--- config.mk ---
export PLATFORM = sky130hd
export DESIGN_NAME = alarm_ctrl
export DESIGN_NICKNAME = d
export VERILOG_FILES = /design/src/rtl/clock_pkg.sv /design/src/rtl/key_edge.sv /design/src/rtl/alarm_ctrl.sv
export SDC_FILE = /design/constraint.sdc
export NUM_CORES = 1
export LEC_CHECK = 0
export CAP_MARGIN = 30
export CORE_MARGIN = 8
export CORE_UTILIZATION = 45
export CTS_BUF_LIST = sky130_fd_sc_hd__clkbuf_4
export DETAILED_ROUTE_END_ITERATION = 6
export PLACE_DENSITY = 0.72
export SKIP_LAST_GASP = 1
export SYNTH_ARGS = -nofsm -noshare
export SYNTH_HDL_FRONTEND = slang
export SYNTH_SLANG_ARGS = --single-unit
--- constraint.sdc ---
create_clock -name clk -period 4.55 [get_ports clk]
set_clock_uncertainty 0.1 [all_clocks]
set_input_delay 0.6825 -clock clk [delete_from_list [all_inputs] [get_ports clk]]
set_output_delay 0.6825 -clock clk [all_outputs]
set_load 0.01 [all_outputs]
--- src/rtl/clock_pkg.sv ---
// Shared alarm-clock definitions: FSM encoding, field limits and wrap helpers.
// The SNOOZE encoding exists only when ALARM_CTRL_SNOOZE_EN is defined.
package clock_pkg;

  localparam logic [4:0] HOUR_MAX    = 5'd23;
  localparam logic [5:0] MIN_MAX     = 6'd59;
  localparam logic [4:0] AL_HOUR_RST = 5'd7;
  localparam logic [5:0] AL_MIN_RST  = 6'd0;

  typedef enum logic [2:0] {
    ST_IDLE    = 3'd0,
    ST_ARMED   = 3'd1,
    ST_SET     = 3'd2,
    ST_RINGING = 3'd3
`ifdef ALARM_CTRL_SNOOZE_EN
    ,
    ST_SNOOZE  = 3'd4
`endif
  } state_t;

  function automatic logic [4:0] inc_hour(input logic [4:0] val);
    return (val >= HOUR_MAX) ? 5'd0 : val + 5'd1;
  endfunction

  function automatic logic [5:0] inc_min(input logic [5:0] val);
    return (val >= MIN_MAX) ? 6'd0 : val + 6'd1;
  endfunction

endpackage

--- src/rtl/key_edge.sv ---
// Registered rising-edge detector: one-cycle pulse the cycle after a 0->1 key
// transition; a held key produces no further pulses.
module key_edge (
  input  logic clk,
  input  logic rst,
  input  logic i_key,
  output logic o_pulse
);

  logic r_prev;
  logic r_pulse;

  always_ff @(posedge clk or posedge rst) begin
    if (rst) begin
      r_prev  <= 1'b0;
      r_pulse <= 1'b0;
    end else begin
      r_prev  <= i_key;
      r_pulse <= i_key & ~r_prev;
    end
  end

  assign o_pulse = r_pulse;

endmodule

--- src/rtl/alarm_ctrl.sv ---
// Alarm controller: alarm time setting, arming, ringing timeout and optional
// snooze (enabled by defining ALARM_CTRL_SNOOZE_EN).
module alarm_ctrl
  import clock_pkg::*;
#(
  parameter int RING_SEC   = 60,
  parameter int SNOOZE_SEC = 300
) (
  input  logic       clk,
  input  logic       rst,
  input  logic       sec_tick,
  input  logic [4:0] cur_hour,
  input  logic [5:0] cur_min,
  input  logic [5:0] cur_sec,
  input  logic       key_mode,
  input  logic       key_next,
  input  logic       key_incr,
  input  logic       key_arm,
  output logic [4:0] al_hour,
  output logic [5:0] al_min,
  output logic       al_setting,
  output logic       al_field,
  output logic       al_armed,
  output logic       ring,
  output logic [2:0] o_dbg_state
);

  localparam logic [9:0] RING_LAST = 10'(RING_SEC - 1);
`ifdef ALARM_CTRL_SNOOZE_EN
  localparam logic [9:0] SNOOZE_LAST = 10'(SNOOZE_SEC - 1);
`endif

  // Handshake-free interface: key pulses and sec_tick are single-cycle
  // strobes consumed in the cycle they are high; there is no back-pressure.

  state_t     r_state;
  state_t     w_state_nxt;
  logic       r_armed;
  logic       w_armed_nxt;
  logic       r_field;
  logic       w_field_nxt;
  logic [4:0] r_hour;
  logic [4:0] w_hour_nxt;
  logic [5:0] r_min;
  logic [5:0] w_min_nxt;
  logic [9:0] r_sec_cnt;
  logic       r_match_prev;
  logic       w_match;
  logic       w_trig;
  logic       w_counting;

  logic w_arm_p, w_mode_p, w_next_p, w_incr_p;
  logic w_arm, w_mode, w_next, w_incr;

  key_edge u_edge_arm  (.clk(clk), .rst(rst), .i_key(key_arm),  .o_pulse(w_arm_p));
  key_edge u_edge_mode (.clk(clk), .rst(rst), .i_key(key_mode), .o_pulse(w_mode_p));
  key_edge u_edge_next (.clk(clk), .rst(rst), .i_key(key_next), .o_pulse(w_next_p));
  key_edge u_edge_incr (.clk(clk), .rst(rst), .i_key(key_incr), .o_pulse(w_incr_p));

  // Only the highest-priority press of a cycle survives.
  assign w_arm  = w_arm_p;
  assign w_mode = w_mode_p & ~w_arm_p;
  assign w_next = w_next_p & ~w_arm_p & ~w_mode_p;
  assign w_incr = w_incr_p & ~w_arm_p & ~w_mode_p & ~w_next_p;

  assign w_match = (cur_hour == r_hour) && (cur_min == r_min) && (cur_sec == 6'd0);
  assign w_trig  = w_match & ~r_match_prev;

  always_comb begin
    w_state_nxt = r_state;
    w_armed_nxt = r_armed;
    w_field_nxt = r_field;
    w_hour_nxt  = r_hour;
    w_min_nxt   = r_min;
    case (r_state)
      ST_IDLE: begin
        if (w_arm) begin
          w_state_nxt = ST_ARMED;
          w_armed_nxt = 1'b1;
        end else if (w_mode) begin
          w_state_nxt = ST_SET;
          w_field_nxt = 1'b0;
        end
      end
      ST_ARMED: begin
        if (w_arm) begin
          w_state_nxt = ST_IDLE;
          w_armed_nxt = 1'b0;
        end else if (w_mode) begin
          w_state_nxt = ST_SET;
          w_field_nxt = 1'b0;
        end else if (w_trig) begin
          w_state_nxt = ST_RINGING;
        end
      end
      ST_SET: begin
        if (w_arm) begin
          w_armed_nxt = ~r_armed;
        end else if (w_mode) begin
          w_state_nxt = r_armed ? ST_ARMED : ST_IDLE;
        end else if (w_next) begin
          w_field_nxt = ~r_field;
        end else if (w_incr) begin
          if (r_field) w_min_nxt  = inc_min(r_min);
          else         w_hour_nxt = inc_hour(r_hour);
        end
      end
      ST_RINGING: begin
        if (w_arm) begin
          w_state_nxt = ST_IDLE;
          w_armed_nxt = 1'b0;
        end else if (w_next) begin
`ifdef ALARM_CTRL_SNOOZE_EN
          w_state_nxt = ST_SNOOZE;
`else
          w_state_nxt = ST_ARMED;
`endif
        end else if (sec_tick && (r_sec_cnt == RING_LAST)) begin
          w_state_nxt = ST_ARMED;
        end
      end
`ifdef ALARM_CTRL_SNOOZE_EN
      ST_SNOOZE: begin
        if (w_arm) begin
          w_state_nxt = ST_IDLE;
          w_armed_nxt = 1'b0;
        end else if (sec_tick && (r_sec_cnt == SNOOZE_LAST)) begin
          w_state_nxt = ST_RINGING;
        end
      end
`endif
      default: begin
        w_state_nxt = ST_IDLE;
        w_armed_nxt = 1'b0;
      end
    endcase
  end

`ifdef ALARM_CTRL_SNOOZE_EN
  assign w_counting = (r_state == ST_RINGING) || (r_state == ST_SNOOZE);
`else
  assign w_counting = (r_state == ST_RINGING);
`endif

  always_ff @(posedge clk or posedge rst) begin
    if (rst) begin
      r_state      <= ST_IDLE;
      r_armed      <= 1'b0;
      r_field      <= 1'b0;
      r_hour       <= AL_HOUR_RST;
      r_min        <= AL_MIN_RST;
      r_sec_cnt    <= 10'd0;
      r_match_prev <= 1'b0;
    end else begin
      r_state      <= w_state_nxt;
      r_armed      <= w_armed_nxt;
      r_field      <= w_field_nxt;
      r_hour       <= w_hour_nxt;
      r_min        <= w_min_nxt;
      r_match_prev <= w_match;
      // Every state entry restarts the second count from zero.
      if (r_state != w_state_nxt)
        r_sec_cnt <= 10'd0;
      else if (sec_tick && w_counting)
        r_sec_cnt <= r_sec_cnt + 10'd1;
    end
  end

  assign al_hour     = r_hour;
  assign al_min      = r_min;
  assign al_field    = r_field;
  assign al_armed    = r_armed;
  assign al_setting  = (r_state == ST_SET);
  assign ring        = (r_state == ST_RINGING);
  assign o_dbg_state = r_state;

endmodule

==> Yosys cells after proc, flatten, opt, wreduce, memory -nomap -nowiden <==
Cells that the tools add are included.
Widths: inputs -> output; s select.
{ "word_totals": {"inputBits": 24, "rom_bits": 0, "reg_bits": 35, "ramBits": 0, "mem_count": 0, "latch_bits": 0} }
{ "op_classes": {"shift": 0, "muxes": 26, "magnitude_cmp": 2, "n_reduce_logical": 14, "n_bitwise": 23, "n_eq_ne": 15, "div": 0, "addsub": 3, "multipliers": 0} }
{ "ops": {"columns": ["cell", "count"], "rows": [
  ["$mux 3", 10],
  ["$mux 10", 2],
  ["$reduce_and 6->1", 3],
  ["$not 1->1", 12],
  ["$pmux 3 s4", 1],
  ["$and 1x1->1", 11],
  ["$add 10x1->10 const B", 1],
  ["$eq 10x6->1 const B", 1],
  ["$ne 2x1->1 const B", 5],
  ["$mux 1", 9],
  ["$add 6x1->6 const B", 1],
  ["$eq 3x2->1 const B", 2],
  ["$eq 6x6->1", 1],
  ["$ge 6x6->1 const B", 1],
  ["$logic_not 6->1", 1],
  ["$mux 6", 1],
  ["$ne 2x2->1 const B", 3],
  ["$add 5x1->5 const B", 1],
  ["$eq 5x5->1", 1],
  ["$ge 5x5->1 const B", 1],
  ["$mux 5", 1],
  ["$logic_and 1x1->1", 4],
  ["$reduce_bool 2->1", 2],
  ["$reduce_or 2->1", 2],
  ["6 further kinds", 6]
]} }

==> Depth between registers and ports, before layout <==
Gate-level depths: netlist of the first run.
{ "depth": {"word_depth": 10, "mapped_depth": 7, "ltp_nobuf": 6} }

==> Modules after synthesis <==
Synthesis of the first run repeated with hierarchy kept, for this count alone.
{ "hier_totals": {"hier_cells": 196, "area_unflattened_um2": 1893.1} }
{ "by_module_without_submodules": {"columns": ["module", "cells_each", "seq_area_each_um2", "instances", "area_per_inst_um2"], "rows": [
  ["alarm_ctrl", 180, 679.4, 1, 1622.8],
  ["key_edge", 4, 50.0, 4, 67.6]
]} }

==> Worst setup path before layout of the first run <==
No wires, ideal clock.
{ "synth_timing": {"path_kind": "input to register", "startpoint": "in cur_sec[0]", "endpoint": "reg r_sec_cnt[0]", "setup_ns": 0.123, "slack_ns": 2.635, "stages": 6, "arrival_time_ns": 1.692, "path_cell_list": "nor4_1 o211a_1 nand4_1 nor3_1 buf_2 nor3_1"} }
{ "synth_via": {"elab_chain_cells": 9} }
{ "synth_rtl": {"columns": ["item", "line_no", "rtl"], "rows": [
  ["start: declaration", "alarm_ctrl.sv:14", "input logic [5:0] cur_sec,"],
  ["$logic_not 6->1 *", "alarm_ctrl.sv:66", "assign w_match = (cur_hour == r_hour) && (cur_min == r_min) && (cur_sec == 6'd0);"],
  ["$logic_and 1x1->1 *", "alarm_ctrl.sv:66", null],
  ["$and 1x1->1 *", "alarm_ctrl.sv:67", "assign w_trig = w_match & ~r_match_prev;"],
  ["$mux 3 *", "alarm_ctrl.sv:92", "end else if (w_trig) begin"],
  ["$mux 3 *", "alarm_ctrl.sv:89", "end else if (w_mode) begin"],
  ["$mux 3 *", "alarm_ctrl.sv:86", "if (w_arm) begin"],
  ["$pmux 3 s4 *", "alarm_ctrl.sv:75", "case (r_state)"],
  ["$ne 3x3->1 *", "alarm_ctrl.sv:162", "if (r_state != w_state_nxt)"],
  ["$mux 10 / $reduce_bool 2->1 (equally long branches)", null, null],
  ["end signal: assignment", "alarm_ctrl.sv:165", "r_sec_cnt <= r_sec_cnt + 10'd1;"],
  ["end: declaration", "alarm_ctrl.sv:46", "logic [9:0] r_sec_cnt;"]
]} }
Mark *: on every way between the ends. The rest lies on a longest branch, timed or not.
A chain may end at the register's enable or synchronous reset.

==> Final worst setup path of the first run <==
{ "layout_timing": {"startpoint": "reg r_state[1] (netlist: o_dbg_state[1])", "endpoint": "out al_setting"} }
{ "layout_via": {"elab_chain_cells": 1} }
{ "layout_rtl": {"columns": ["item", "line_no", "rtl"], "rows": [
  ["start: declaration", "alarm_ctrl.sv:36", "state_t r_state;"],
  ["start signal: assignment", "alarm_ctrl.sv:155", "r_state <= w_state_nxt;"],
  ["$eq 3x2->1", "alarm_ctrl.sv:173", "assign al_setting = (r_state == ST_SET);"],
  ["end: declaration", "alarm_ctrl.sv:21", "output logic al_setting,"]
]} }
No other way between the ends.

==> out/summary.txt, run 1 <==
Status = finished clean
Class of the worst hold path = flip-flop to flip-flop
Max cap viols = 0
Core ar. = 4030 sq um
First-pass DRT Iterations = 4
I/O pin total = 42
R2R Setup Slk = 2.23 ns
Non-Filler Instances = 284
Largest net degree at the start of global routing = 24
Final Hold Fails = 0
Die height = 81.1 microns
#FFs+latches synth = 35
Final Setup Violations = 0
Worst skew pair latency = 0.34 ns
Register area share after synthesis = 46.2%
Simple-gate area share of the yosys netlist = 22.8%
Setup_tns = 0 ns
Max-slew violation count = 0
Routed via count = 1554
Initial core utilization = 47.3%
Area Overhead vs Synth = 25.2%
Post-DP HPWL = 3.17 mm
VDD IR max = 0.000142 V
Startpoint types = flip-flop
Slew headroom = 59.4%
Crit end category = primary output
Reg clk slew, reported paths = 0.12 ns
Share of post-route cells with drive strength above 1 = 8.97%
Post_cts resized = 0
Adder-Cell Fraction of Synth Area = 2.50%
Worst-Margin Slew = 0.605 ns
XOR/XNOR Fraction of Synth Area = 7.82%
Routed WL = 4.13 mm
Vias per Instance = 5.47
EDFF count, synth = 0
# diodes = 0
H-tree Lvls = 2
RSZ-0062 raised after global routing = false
P_leak = 1.04 nW
Synthesized area per cell = 9.82 sq um
Port bufs = 41
# placed instances = 276
Clock root buffer = clkbuf_4
Post-CTS Hold Fix Bufs = 0
Fmax = 0.366 GHz
Post-layout net count = 260
Main combinational cell family by area after synthesis = simple AND/OR/NAND/NOR gates
Part of the cycle the worst path needs = 60.1%
FFs w/ async S/R, synth = 100%
Worst Path Required = 3.77 ns
Post-DRT Antenna Nets = 0
Vias in the first global route = 1501
Mapped Cells = 194
Post-synth top area share = 42.0%
Mux contribution to synthesized area = 1.64%
Tmin final = 2.73 ns
Row count = 23
GP Congestion = 0.851
Die area = 6570 sq um
YS warnings = 0
Power Dens Cells = 252 nW/um^2
Syn_nets = 221
Crit path kind = flip-flop to primary output
Die width = 81.1 microns
CTS Buf Count = 5
WL per Instance = 14.5 microns
Initial antenna violation count = 0
CTS tree = built
First-pass GRT wire length = 6.93 mm
Initial DRC count = 52
Postcts setup bufs = 0
Area leader, netlist = dfrtp_1
Post-Syn Area = 1900 sq um
Filler Cells Inserted = 368
Crit-path max FO = 13
GRT Overall Usage = 13.2%
Top post-synthesis cells by area = dfrtp_1, xor2_1, nor3_1, dfstp_2, xnor2_1
GR Overflow Total = 0
Synth unique cells = 48
Clock buffer depth = 2
Critical Path AT = 1.95 ns
Compound-gate portion of the synthesized area = 14.0%
Sink Count = 35
Drt drc = 0
Ys flop type = dfrtp_1
==> power breakdown <==
group	switching, W	internal, W	total, W
combinational	0.0000333	0.0000460	0.0000793
clock	0.000116	0.0000618	0.000178
sequential	0.0000192	0.000324	0.000343
total	0.000169	0.000432	0.000600
==> placed cells by master (no fill, tap or decap), drive strengths merged, types with 8 or more instances in the layout <==
cell           instances
inv                    8
dfrtp                 32
xor2                  10
nor2                  14
nand4                  9
nor3                  16
clkdlybuf4s50         41
nand2                 13
o21ai                 10
a21oi                  9
nand3                  8
==> synthesized netlist by cell type, types with 2 or more instances <==
cell,count
xnor2_1,7
xor2_1,10
dfrtp_1,32
nand3_1,8
a22o_1,2
and3_1,3
nor3_1,16
a41oi_1,2
mux2i_1,2
inv_1,7
dfstp_2,3
nand2b_1,2
ha_1,3
nand2_1,13
nand4_1,9
nor2b_1,4
a21o_1,3
o21ai_0,10
buf_2,5
clkbuf_1,3
buf_6,2
a21oi_1,9
nor2_1,14
==> area by class of cell <==
class	instances	area, sq um	area share [%]
clock buffers	5	37.5	1.57
clock inverters	3	23.8	0.997
inverters	7	26.3	1.10
multi-input cells	141	932	39.1
flip-flops and latches	35	880	36.9
well taps	50	62.6	2.62
repair buffers	43	423	17.7
==> critical path, cell delays in order (launching register included) <==
cell and delay [ns]:
dfrtp_1 0.65, nor3b_2 0.36, clkdlybuf4s50_1 0.60
==> metal layers <==
metal  vias up  global-route usage [%]  share of wire [%]
met3         4                    3.53                4.2
met2        29                    21.5                 50
li1        778                       -                  -
met5         -                       0                  0
met1       743                    16.9                 44
met4         0                    3.93               0.90
==> through the flow <==
| stage | setup slack [ns] | hold slack, ns | power, W | utilization (%) | instance area [sq um] |
|---|---|---|---|---|---|
| final | 1.82 | 0.300 | 0.000600 | 59.2 | 2380 |
| after global routing | 1.67 | 0.313 | 0.000633 | 59.2 | 2380 |
| after CTS | 1.81 | 0.302 | 0.000610 | 59.2 | 2380 |
| after detailed placement | 1.71 | 0.284 | 0.000430 | 57.7 | 2320 |
| after global placement | 1.56 | 0.282 | 0.000428 | 57.5 | 2320 |
| after floorplan | 2.64 | 0.278 | 0.000386 | - | 1900 |
==> worst paths after layout <==
check | cells past startpoint | from | to
max | 2 | o_dbg_state[1]$_DFF_PP0_ | al_setting
min | 1 | u_edge_incr.r_prev$_DFF_PP0_ | u_edge_incr.o_pulse$_DFF_PP0_
max reg2reg | 6 | al_hour[0]$_DFFE_PP1P_ | r_sec_cnt[9]$_DFFE_PP0P_
min reg2reg | 1 | u_edge_incr.r_prev$_DFF_PP0_ | u_edge_incr.o_pulse$_DFF_PP0_
max in group asynchronous | 3 | rst | r_sec_cnt[8]$_DFFE_PP0P_
min in group asynchronous | 2 | rst | al_min[1]$_DFFE_PP0P_
==> logic make-up (layout without fill, tap and decap cells) <==
logic type,after synthesis,count (layout)
other cells,1,1
compound gates,37,37
simple gates,79,79
xor+xnor,17,17
buf+inv,18,58
mux,3,3
fa+ha+maj,4,4
flops,35,35
==> flip-flops by register name, indices dropped and copies added, names as in the netlist <==
| register | count |
|---|---|
| o_dbg_state | 3 |
| al_field | 1 |
| u_edge_mode.o_pulse | 1 |
| al_min | 6 |
| u_edge_incr.o_pulse | 1 |
| r_match_prev | 1 |
| al_armed | 1 |
| r_sec_cnt | 10 |
| al_hour | 5 |
| u_edge_mode.r_prev | 1 |
| u_edge_arm.r_prev | 1 |
| u_edge_incr.r_prev | 1 |
| u_edge_next.o_pulse | 1 |
| u_edge_next.r_prev | 1 |
| u_edge_arm.o_pulse | 1 |
No activity file was read; power rests on OpenSTA's default activity.
==> run 2: changes to the inputs <==
clock period = 2.7 ns   (was 4.55 ns; I/O delays follow)
==> out/summary.txt, run 2 (same netlist as run 1, synthesis figures left out) <==
Reg clk slew, reported paths = 0.10 ns (-0.02 ns)
Post-DP HPWL = 3.02 mm (-4.8%)
Post-layout net count = 261 (+0.38%)
Total power draw = 0.000977 W (+63%)
Post_cts resized = 0 (unchanged)
Comb pwr share = 14.2% (+1.0 points)
VDD IR max = 0.000267 V (+88%)
Part of the cycle the worst path needs = 85.6%
Largest net degree at the start of global routing = 36 (+50%)
I/O pin total = 42 (unchanged)
Routed via count = 1539 (-0.97%)
Routed WL = 3.98 mm (-3.6%)
CTS tree = built
First-pass DRT Iterations = 4 (unchanged)
CTS Buf Count = 5 (unchanged)
Crit end category = primary output
Final Setup Violations = 0 (unchanged)
Drt drc = 0 (unchanged)
First-pass GRT wire length = 6.89 mm (-0.59%)
Clock buffer depth = 2 (unchanged)
GRT Overall Usage = 13.1% (-0.14 points)
Die width = 81.1 microns (unchanged)
Power Dens Cells = 410 nW/um^2 (+63%)
P_leak = 1.04 nW (+0.56%)
Post-CTS Hold Fix Bufs = 0 (unchanged)
Max reg flops = 10 (unchanged)
Max cap viols = 0 (unchanged)
Worst Path Required = 2.19 ns (-1.58 ns)
Clock share of power = 27.2% (-2.4 points)
Fmax = 0.433 GHz
Share of post-route cells with drive strength above 1 = 8.55% (-0.43 points)
Vias in the first global route = 1552 (+3.4%)
Reg power frac = 58.6% (+1.4 points)
Switching portion of total power = 26.6% (-1.5 points)
Hold_ws = 0.303 ns (+0.00369 ns)
Critical Path AT = 1.81 ns (-0.14 ns)
# diodes = 0 (unchanged)
Most common cell after layout, fill and taps aside = clkdlybuf4s50_1
Pre-CTS setup slack = 0.581 ns (-1.13 ns)
Initial DRC count = 70 (+35%)
Crit-path max FO = 10 (-3)
RSZ-0062 raised after global routing = false
Area Overhead vs Synth = 25.0%
Final core occ = 59.1% (-0.12 points)
GR Overflow Total = 0 (unchanged)
H-tree Lvls = 2 (unchanged)
Sw Pwr = 0.000260 W (+54%)
Setup_tns = 0 ns (unchanged)
Initial core utilization = 47.3% (unchanged)
GP Congestion = 0.853 (+0.31%)
Clock root buffer = clkbuf_4
Startpoint types = flip-flop
Row count = 23 (unchanged)
Setup ws final = 0.389 ns (-1.43 ns)
WL per Instance = 14.0 microns (-3.6%)
Post-DRT Antenna Nets = 0 (unchanged)
Cell internal pwr = 0.000717 W (+66%)
Vias per Instance = 5.42 (-0.97%)
Max-slew violation count = 0 (unchanged)
Biggest register = r_sec_cnt
Tmin final = 2.31 ns
Initial antenna violation count = 0 (unchanged)
Worst skew pair latency = 0.34 ns (about the same)
Most frequent cells in the layout = clkdlybuf4s50_1, dfrtp_1, nor3_1
Die height = 81.1 microns (unchanged)
Crit path kind = flip-flop to primary output
Port bufs = 41 (unchanged)
Postcts setup bufs = 0 (unchanged)
Die area = 6570 sq um (unchanged)
Class of the worst hold path = flip-flop to flip-flop
Sink Count = 35 (unchanged)
Final Hold Fails = 0 (unchanged)
Status = finished clean
Core ar. = 4030 sq um (unchanged)
run 2: path summary, 6_finish.rpt:
check	endpoint	from	cells past startpoint	slack (ns)
worst max-delay path	al_setting	o_dbg_state[0]$_DFF_PP0_	2	0.39
worst max register to register	r_sec_cnt[1]$_DFFE_PP0P_	r_sec_cnt[6]$_DFFE_PP0P_	4	0.73
worst min register to register	u_edge_next.o_pulse$_DFF_PP0_	u_edge_next.r_prev$_DFF_PP0_	1	0.30
worst min-delay path	u_edge_next.o_pulse$_DFF_PP0_	u_edge_next.r_prev$_DFF_PP0_	1	0.30
max in group asynchronous	al_hour[0]$_DFFE_PP1P_	rst	3	1.81
min in group asynchronous	al_hour[3]$_DFFE_PP0P_	rst	3	0.36
run 2: power by group through the flow:
stage          sequential, W  clock (W)  combinational [W]
2_1_floorplan       0.000580          0          0.0000702
3_3_place_gp        0.000583          0           0.000140
3_5_place_dp        0.000584          0           0.000140
4_1_cts             0.000574   0.000269           0.000141
5_1_grt             0.000577   0.000288           0.000154
6_report            0.000573   0.000266           0.000138
run 2: critical path: stages, from the launching register on:
cell and delay (ns):
dfrtp_1 0.52, nor3b_2 0.35, clkdlybuf4s50_1 0.60
run 2: layout make-up:
class                           count  area [sq um]
Fill cell                         372          1650
Multi-Input combinational cell    141           932
Sequential cell                    35           880
Timing Repair Buffer               44           433
Tap cell                           50          62.6
Clock buffer                        5          37.5
Inverter                            7          26.3
Clock inverter                      2          8.76
run 2: metal layers:
layer | GRT usage, % | part of all wire (%) | vias to the layer above
li1 | - | - | 773
met1 | 15.7 | 46 | 737
met2 | 21.9 | 48 | 22
met3 | 3.64 | 4.0 | 7
met4 | 4.82 | 1.4 | 0
met5 | 0 | 0 | -
run 2: per-stage QoR:
stage                     std cells  area, sq um
final                           284         2380
after global routing            284         2380
after CTS                       284         2380
after detailed placement        277         2330
after global placement          277         2330
after floorplan                 194         1900
